### src/rtl/tpu_core.sv
// 4x4 output-stationary systolic matrix-multiply engine: C = A x B with A m x k, B k x n.
// Operands stream from two synchronous-read buffers; saturated rows of C go to the output buffer.
module tpu_core #(
  parameter int ADDR_W = 32,
  parameter int WORD_W = 32,
  parameter int ACC_W  = 20
) (
  input  logic              clk,
  input  logic              rst,
  input  logic              start,
  input  logic [3:0]        m,
  input  logic [3:0]        k,
  input  logic [3:0]        n,
  output logic              done,
  output logic [ADDR_W-1:0] index_a,
  input  logic [WORD_W-1:0] data_out_a,
  output logic [ADDR_W-1:0] index_b,
  input  logic [WORD_W-1:0] data_out_b,
  output logic              wr_en_out,
  output logic [ADDR_W-1:0] index_out,
  output logic [WORD_W-1:0] data_in_o
);

  typedef enum logic [2:0] {
    S_IDLE,
    S_READ,
    S_FLUSH,
    S_WRITE,
    S_DONE
  } state_t;

  state_t      state_reg;
  logic [3:0]  cnt_reg;
  logic [2:0]  m_reg;
  logic [2:0]  n_reg;
  logic [3:0]  k_reg;
  logic        rd_vld_reg;
  logic        dat_vld_reg;
  logic        clr;
  logic [2:0]  m_clamp;
  logic [2:0]  n_clamp;

  logic signed [7:0]       a_row  [4];
  logic signed [7:0]       b_col  [4];
  logic signed [7:0]       a_link [4][4];
  logic signed [7:0]       b_link [4][4];
  logic signed [ACC_W-1:0] acc    [4][4];
  logic [1:0]              row_sel;
  logic [WORD_W-1:0]       row_word;

  assign m_clamp = (m > 4'd4) ? 3'd4 : m[2:0];
  assign n_clamp = (n > 4'd4) ? 3'd4 : n[2:0];
  // A start that coincides with the completion pulse is dropped.
  assign clr     = (state_reg == S_IDLE) && start && !done;
  assign row_sel = cnt_reg[1:0];

  // Operand masking and input skew: lane gi is delayed gi cycles before entering the array.
  genvar gi, gj;
  generate
    for (gi = 0; gi < 4; gi++) begin : g_lane
      logic signed [7:0] a_raw;
      logic signed [7:0] b_raw;

      assign a_raw = (dat_vld_reg && (3'(gi) < m_reg)) ? data_out_a[8*gi +: 8] : 8'h00;
      assign b_raw = (dat_vld_reg && (3'(gi) < n_reg)) ? data_out_b[8*gi +: 8] : 8'h00;

      if (gi == 0) begin : g_noskew
        assign a_row[gi] = a_raw;
        assign b_col[gi] = b_raw;
      end else begin : g_skew
        logic signed [7:0] a_sr_reg [gi];
        logic signed [7:0] b_sr_reg [gi];

        always_ff @(posedge clk or posedge rst) begin
          if (rst) begin
            for (int i = 0; i < gi; i++) begin
              a_sr_reg[i] <= '0;
              b_sr_reg[i] <= '0;
            end
          end else if (clr) begin
            for (int i = 0; i < gi; i++) begin
              a_sr_reg[i] <= '0;
              b_sr_reg[i] <= '0;
            end
          end else begin
            a_sr_reg[0] <= a_raw;
            b_sr_reg[0] <= b_raw;
            for (int i = 1; i < gi; i++) begin
              a_sr_reg[i] <= a_sr_reg[i-1];
              b_sr_reg[i] <= b_sr_reg[i-1];
            end
          end
        end

        assign a_row[gi] = a_sr_reg[gi-1];
        assign b_col[gi] = b_sr_reg[gi-1];
      end

      assign a_link[gi][0] = a_row[gi];
      assign b_link[0][gi] = b_col[gi];
    end
  endgenerate

  // PE grid: a moves right, b moves down, one register per hop; the accumulator stays put.
  generate
    for (gi = 0; gi < 4; gi++) begin : g_row
      for (gj = 0; gj < 4; gj++) begin : g_pe
        logic signed [ACC_W-1:0] acc_reg;
        logic signed [15:0]      prod;

        assign prod = a_link[gi][gj] * b_link[gi][gj];

        always_ff @(posedge clk or posedge rst) begin
          if (rst) begin
            acc_reg <= '0;
          end else if (clr) begin
            acc_reg <= '0;
          end else begin
            acc_reg <= acc_reg + ACC_W'(prod);
          end
        end

        assign acc[gi][gj] = acc_reg;

        if (gj < 3) begin : g_fwd_a
          logic signed [7:0] a_fwd_reg;
          always_ff @(posedge clk or posedge rst) begin
            if (rst) begin
              a_fwd_reg <= '0;
            end else if (clr) begin
              a_fwd_reg <= '0;
            end else begin
              a_fwd_reg <= a_link[gi][gj];
            end
          end
          assign a_link[gi][gj+1] = a_fwd_reg;
        end

        if (gi < 3) begin : g_fwd_b
          logic signed [7:0] b_fwd_reg;
          always_ff @(posedge clk or posedge rst) begin
            if (rst) begin
              b_fwd_reg <= '0;
            end else if (clr) begin
              b_fwd_reg <= '0;
            end else begin
              b_fwd_reg <= b_link[gi][gj];
            end
          end
          assign b_link[gi+1][gj] = b_fwd_reg;
        end
      end
    end
  endgenerate

  // Row of C selected by the write counter, saturated to int8, lanes at or beyond n zeroed.
  generate
    for (gj = 0; gj < 4; gj++) begin : g_sat
      logic signed [ACC_W-1:0] v;
      logic [7:0]              sat;

      assign v = acc[row_sel][gj];

      always_comb begin
        sat = v[7:0];
        if (v > ACC_W'(127)) begin
          sat = 8'h7F;
        end else if (v < -ACC_W'(128)) begin
          sat = 8'h80;
        end
      end

      assign row_word[8*gj +: 8] = (3'(gj) < n_reg) ? sat : 8'h00;
    end
  endgenerate

  // Control FSM; every output is registered from the state of the previous cycle.
  always_ff @(posedge clk or posedge rst) begin
    if (rst) begin
      state_reg   <= S_IDLE;
      cnt_reg     <= '0;
      m_reg       <= '0;
      n_reg       <= '0;
      k_reg       <= '0;
      rd_vld_reg  <= 1'b0;
      dat_vld_reg <= 1'b0;
      done        <= 1'b0;
      index_a     <= '0;
      index_b     <= '0;
      wr_en_out   <= 1'b0;
      index_out   <= '0;
      data_in_o   <= '0;
    end else begin
      rd_vld_reg  <= (state_reg == S_READ);
      dat_vld_reg <= rd_vld_reg;
      index_a     <= (state_reg == S_READ) ? {{(ADDR_W-4){1'b0}}, cnt_reg} : '0;
      index_b     <= (state_reg == S_READ) ? {{(ADDR_W-4){1'b0}}, cnt_reg} : '0;
      wr_en_out   <= (state_reg == S_WRITE);
      index_out   <= (state_reg == S_WRITE) ? {{(ADDR_W-4){1'b0}}, cnt_reg} : '0;
      data_in_o   <= (state_reg == S_WRITE) ? row_word : '0;
      done        <= (state_reg == S_DONE);

      case (state_reg)
        S_IDLE: begin
          if (clr) begin
            m_reg     <= m_clamp;
            n_reg     <= n_clamp;
            k_reg     <= k;
            cnt_reg   <= '0;
            state_reg <= (k == 4'd0) ? S_FLUSH : S_READ;
          end
        end
        S_READ: begin
          if (cnt_reg == k_reg - 4'd1) begin
            cnt_reg   <= '0;
            state_reg <= S_FLUSH;
          end else begin
            cnt_reg <= cnt_reg + 4'd1;
          end
        end
        S_FLUSH: begin
          // Read latency plus three row and three column skew stages.
          if (cnt_reg == 4'd6) begin
            cnt_reg   <= '0;
            state_reg <= (m_reg == 3'd0) ? S_DONE : S_WRITE;
          end else begin
            cnt_reg <= cnt_reg + 4'd1;
          end
        end
        S_WRITE: begin
          if (cnt_reg == {1'b0, m_reg} - 4'd1) begin
            cnt_reg   <= '0;
            state_reg <= S_DONE;
          end else begin
            cnt_reg <= cnt_reg + 4'd1;
          end
        end
        S_DONE: begin
          state_reg <= S_IDLE;
        end
        default: begin
          state_reg <= S_IDLE;
        end
      endcase
    end
  end

endmodule

### config.mk
export PLATFORM = sky130hd
export DESIGN_NAME = tpu_core
export DESIGN_NICKNAME = d
export VERILOG_FILES = /design/src/rtl/tpu_core.sv
export SDC_FILE = /design/constraint.sdc
export NUM_CORES = 2
export LEC_CHECK = 0
export CORE_MARGIN = 2
export CORE_UTILIZATION = 30
export CTS_BUF_LIST = sky130_fd_sc_hd__clkbuf_4
export DETAILED_ROUTE_END_ITERATION = 6
export PLACE_DENSITY = 0.43
export SKIP_LAST_GASP = 1
export SYNTH_ARGS = -nofsm -noshare
export SYNTH_HDL_FRONTEND = slang
export SYNTH_SLANG_ARGS = --single-unit
### constraint.sdc
create_clock -name clk -period 40.6 [get_ports clk]
set_clock_uncertainty 0.15 [all_clocks]
set_input_delay 8.12 -clock clk [delete_from_list [all_inputs] [get_ports clk]]
set_output_delay 8.12 -clock clk [all_outputs]
set_load 0.01 [all_outputs]
==> impl_metrics.json <==
{
  "root_buffer": "clkbuf_4",
  "path_max_fanout": 13,
  "worstReg2RegEnd": "g_row[0].g_pe[0].acc_reg[18]",
  "routedWlPerCell_um": 18.5,
  "crit_top_cell": "fa_1",
  "dieArea_um2": 276000,
  "synthMostInstantiatedCell": "inv_1",
  "crit_path_max_incr_delay_ns": 0.85,
  "post-route-period-util": 0.312,
  "synthTopCellsByArea": "fa_1, dfrtp_1, ha_1",
  "synthCells": 8009,
  "insertion_delay_ns": 1.30,
  "areaGrowthSynthToFinish_pct": 9.21,
  "rows": 191,
  "wirelength_um": 220000,
  "dp.cells": 11500,
  "p_leak_nw": 45.8,
  "hold_start": "rd_vld_reg",
  "fin_hold_ws_ns": 0.197,
  "start_kind": "primary input",
  "slew_violations": 0,
  "num_vias": 53300,
  "p_per_area_nw_per_um2": 33.7,
  "drt_drc_violations_left": 0,
  "post_cts_buffers": 0,
  "die_w_um": 525,
  "synth.distinct_cells": 62,
  "drtIter0Drc": 2385,
  "synth_edf_count": 0,
  "finalCriticalPeriod_ns": 12.66,
  "clk_path_buf_depth": 3,
  "synth-seq-area-share": 0.205,
  "h-tree-depth": 4,
  "first_global_vias": 60600,
  "grt_usage": 0.166,
  "synthArstFlopShare": 1.00,
  "grt_max_degree": 177,
  "yosys.area.top_type": "fa_1",
  "whs_path_depth": 0,
  "outcome": "completed",
  "critical_path_required_ns": 41.64,
  "cts_hold_buf": 0,
  "grt_pass1_wl_um": 356000,
  "filler_cell_count": 28000,
  "maxSlewHeadroom": 0.284,
  "worstMarginPinSlew_ns": 1.07,
  "timing.rr.start": "n_reg[2]",
  "fmax_mhz": 79.0,
  "ant_nets": 0,
  "ctsResizeCount": 0,
  "dr.pass1.iters": 5,
  "core_area_um2": 271000,
  "start_util": 0.301,
  "drt-vias-per-instance": 4.47,
  "end_kind": "register",
  "path_clk_slew_ns": 0.06,
  "ios": 209,
  "clkSinkCount": 669,
  "yosys_warnings": 0,
  "cts_buffers": 205,
  "tns_ns": 0,
  "synth_top_cell_area_share": 0.346,
  "maxCapViolCount": 0,
  "cts_tree": "yes",
  "ys_top_cells_by_count": "inv_1, fa_1, and2_1, ha_1, dfrtp_1",
  "final_nets": 10400,
  "synth-seq-cells": 669,
  "ir_worst_vdd_mv": 0.0290,
  "critPathArrivalTime_ns": 13.70,
  "reg2reg_depth": 18,
  "die_h_um": 525,
  "path_cells": "clkdlybuf4s50_1, nand2_1, nor2_2, fa_1, fa_1, fa_1, fa_1, fa_1, ha_1, o21a_1, o31a_1, o211ai_1, a21oi_1, a31oi_1, xor2_1, nor2_1",
  "rsz0062_at_grt": "false",
  "r2r_slack_ns": 33.02,
  "hold_end": "dat_vld_reg",
  "largest_reg_flops": 320,
  "fin_cells": 11900,
  "port_buffers": 124,
  "hp-class": "reg2reg",
  "drive_gt1_frac": 0.0554,
  "dp_hpwl_um": 182000,
  "finalHoldViolCount": 0,
  "crit_slowest_cell": "nor2_2",
  "antenna_found_initial": 15,
  "grt-ovfl-total": 0,
  "synth_ff_type": "dfrtp_1",
  "criticalPathCategory": "in2reg",
  "gp_congestion": 0.840,
  "finalSetupViolations": 0,
  "synth_area_um2": 81600,
  "avgSynthCellArea_um2": 10.2
}
[per-stage QoR]
step | setup WS, ns | total power [mW] | instance area [um^2] | utilization
3_5_place_dp | 26.46 | 2.36 | 86400 | 0.319
3_3_place_gp | 26.48 | 2.35 | 86400 | 0.319
4_1_cts | 27.96 | 3.09 | 89100 | 0.329
5_1_grt | 27.68 | 3.31 | 89100 | 0.329
6_report | 27.94 | 3.00 | 89100 | 0.329
2_1_floorplan | 13.58 | 1.90 | 81900 | -
[per-layer routing]
layer,track usage,up-vias,wire [um]
met2,0.297,782,114000
met3,0.0195,231,6610
met4,0.0457,0,5590
met1,0.211,27800,93700
met5,0,-,0
li1,-,24600,-
[power by group]
part | switching [mW] | leakage [nW] | internal [mW]
registers | 0.212 | 9.16 | 0.800
logic | 0.753 | 35.0 | 0.543
clock network | 0.350 | 1.57 | 0.345
[worst max-delay path, delay by kind of cell]
family / cells / cell delay (ns)
buf+inv: 1 / 0.47
compound gates: 5 / 1.05
simple gates: 3 / 1.03
fa+ha+maj: 6 / 2.84
xor+xnor: 1 / 0.16
[layout make-up]
| cell class | instances | area, um^2 | share of cell area |
|---|---|---|---|
| flip-flops and latches | 669 | 16700 | 0.188 |
| diodes | 16 | 40.0 | 0.000449 |
| multi-input cells | 5321 | 56900 | 0.638 |
| clock buffers | 282 | 2120 | 0.0238 |
| repair buffers | 159 | 1520 | 0.0170 |
| well taps | 3570 | 4470 | 0.0501 |
| inverters | 1821 | 6840 | 0.0768 |
| clock inverters | 85 | 503 | 0.00565 |
[how the worst max path moves through the flow]
| stage | startpoint | end | slack [ns] |
|---|---|---|---|
| floorplan | rst | a_link[24] | 13.58 |
| global placement | data_out_a[7] | g_row[0].g_pe[0].acc_reg[19] | 26.48 |
| detailed placement | data_out_a[7] | g_row[0].g_pe[0].acc_reg[18] | 26.46 |
| CTS | data_out_a[7] | g_row[0].g_pe[0].acc_reg[19] | 27.96 |
| global route | data_out_b[0] | g_row[0].g_pe[0].acc_reg[18] | 27.68 |
| finish | data_out_b[0] | g_row[0].g_pe[0].acc_reg[18] | 27.94 |
[layout by cell type, fill, tap and decap left out, types with 29 or more instances in the layout]
cell,count
mux4_2,79
nor2_1,400
o21a_1,69
a21o_1,102
dfrtp_1,667
nand2b_1,127
nand2_1,555
conb_1,84
nand4_1,29
o21ai_0,127
xnor2_1,192
xor2_1,107
nor3_1,53
and3_1,30
a211oi_1,60
nor2b_1,39
clkbuf_4,282
and2_1,763
inv_1,1820
ha_1,742
a21oi_1,141
clkdlybuf4s50_1,124
buf_4,34
fa_1,1409
clkinv_1,47
a31oi_1,29
[cells by family after synthesis]
kind of cell,synth area share
AO/OA/AOI/OAI,0.0507
AND/OR/NAND/NOR,0.128
buffers and inverters,0.102
other,0.0000460
multiplexers,0.0223
flip-flops,0.205
XOR/XNOR,0.0321
adder cells (fa/ha/maj),0.460
(Power assumes the default switching activity.)
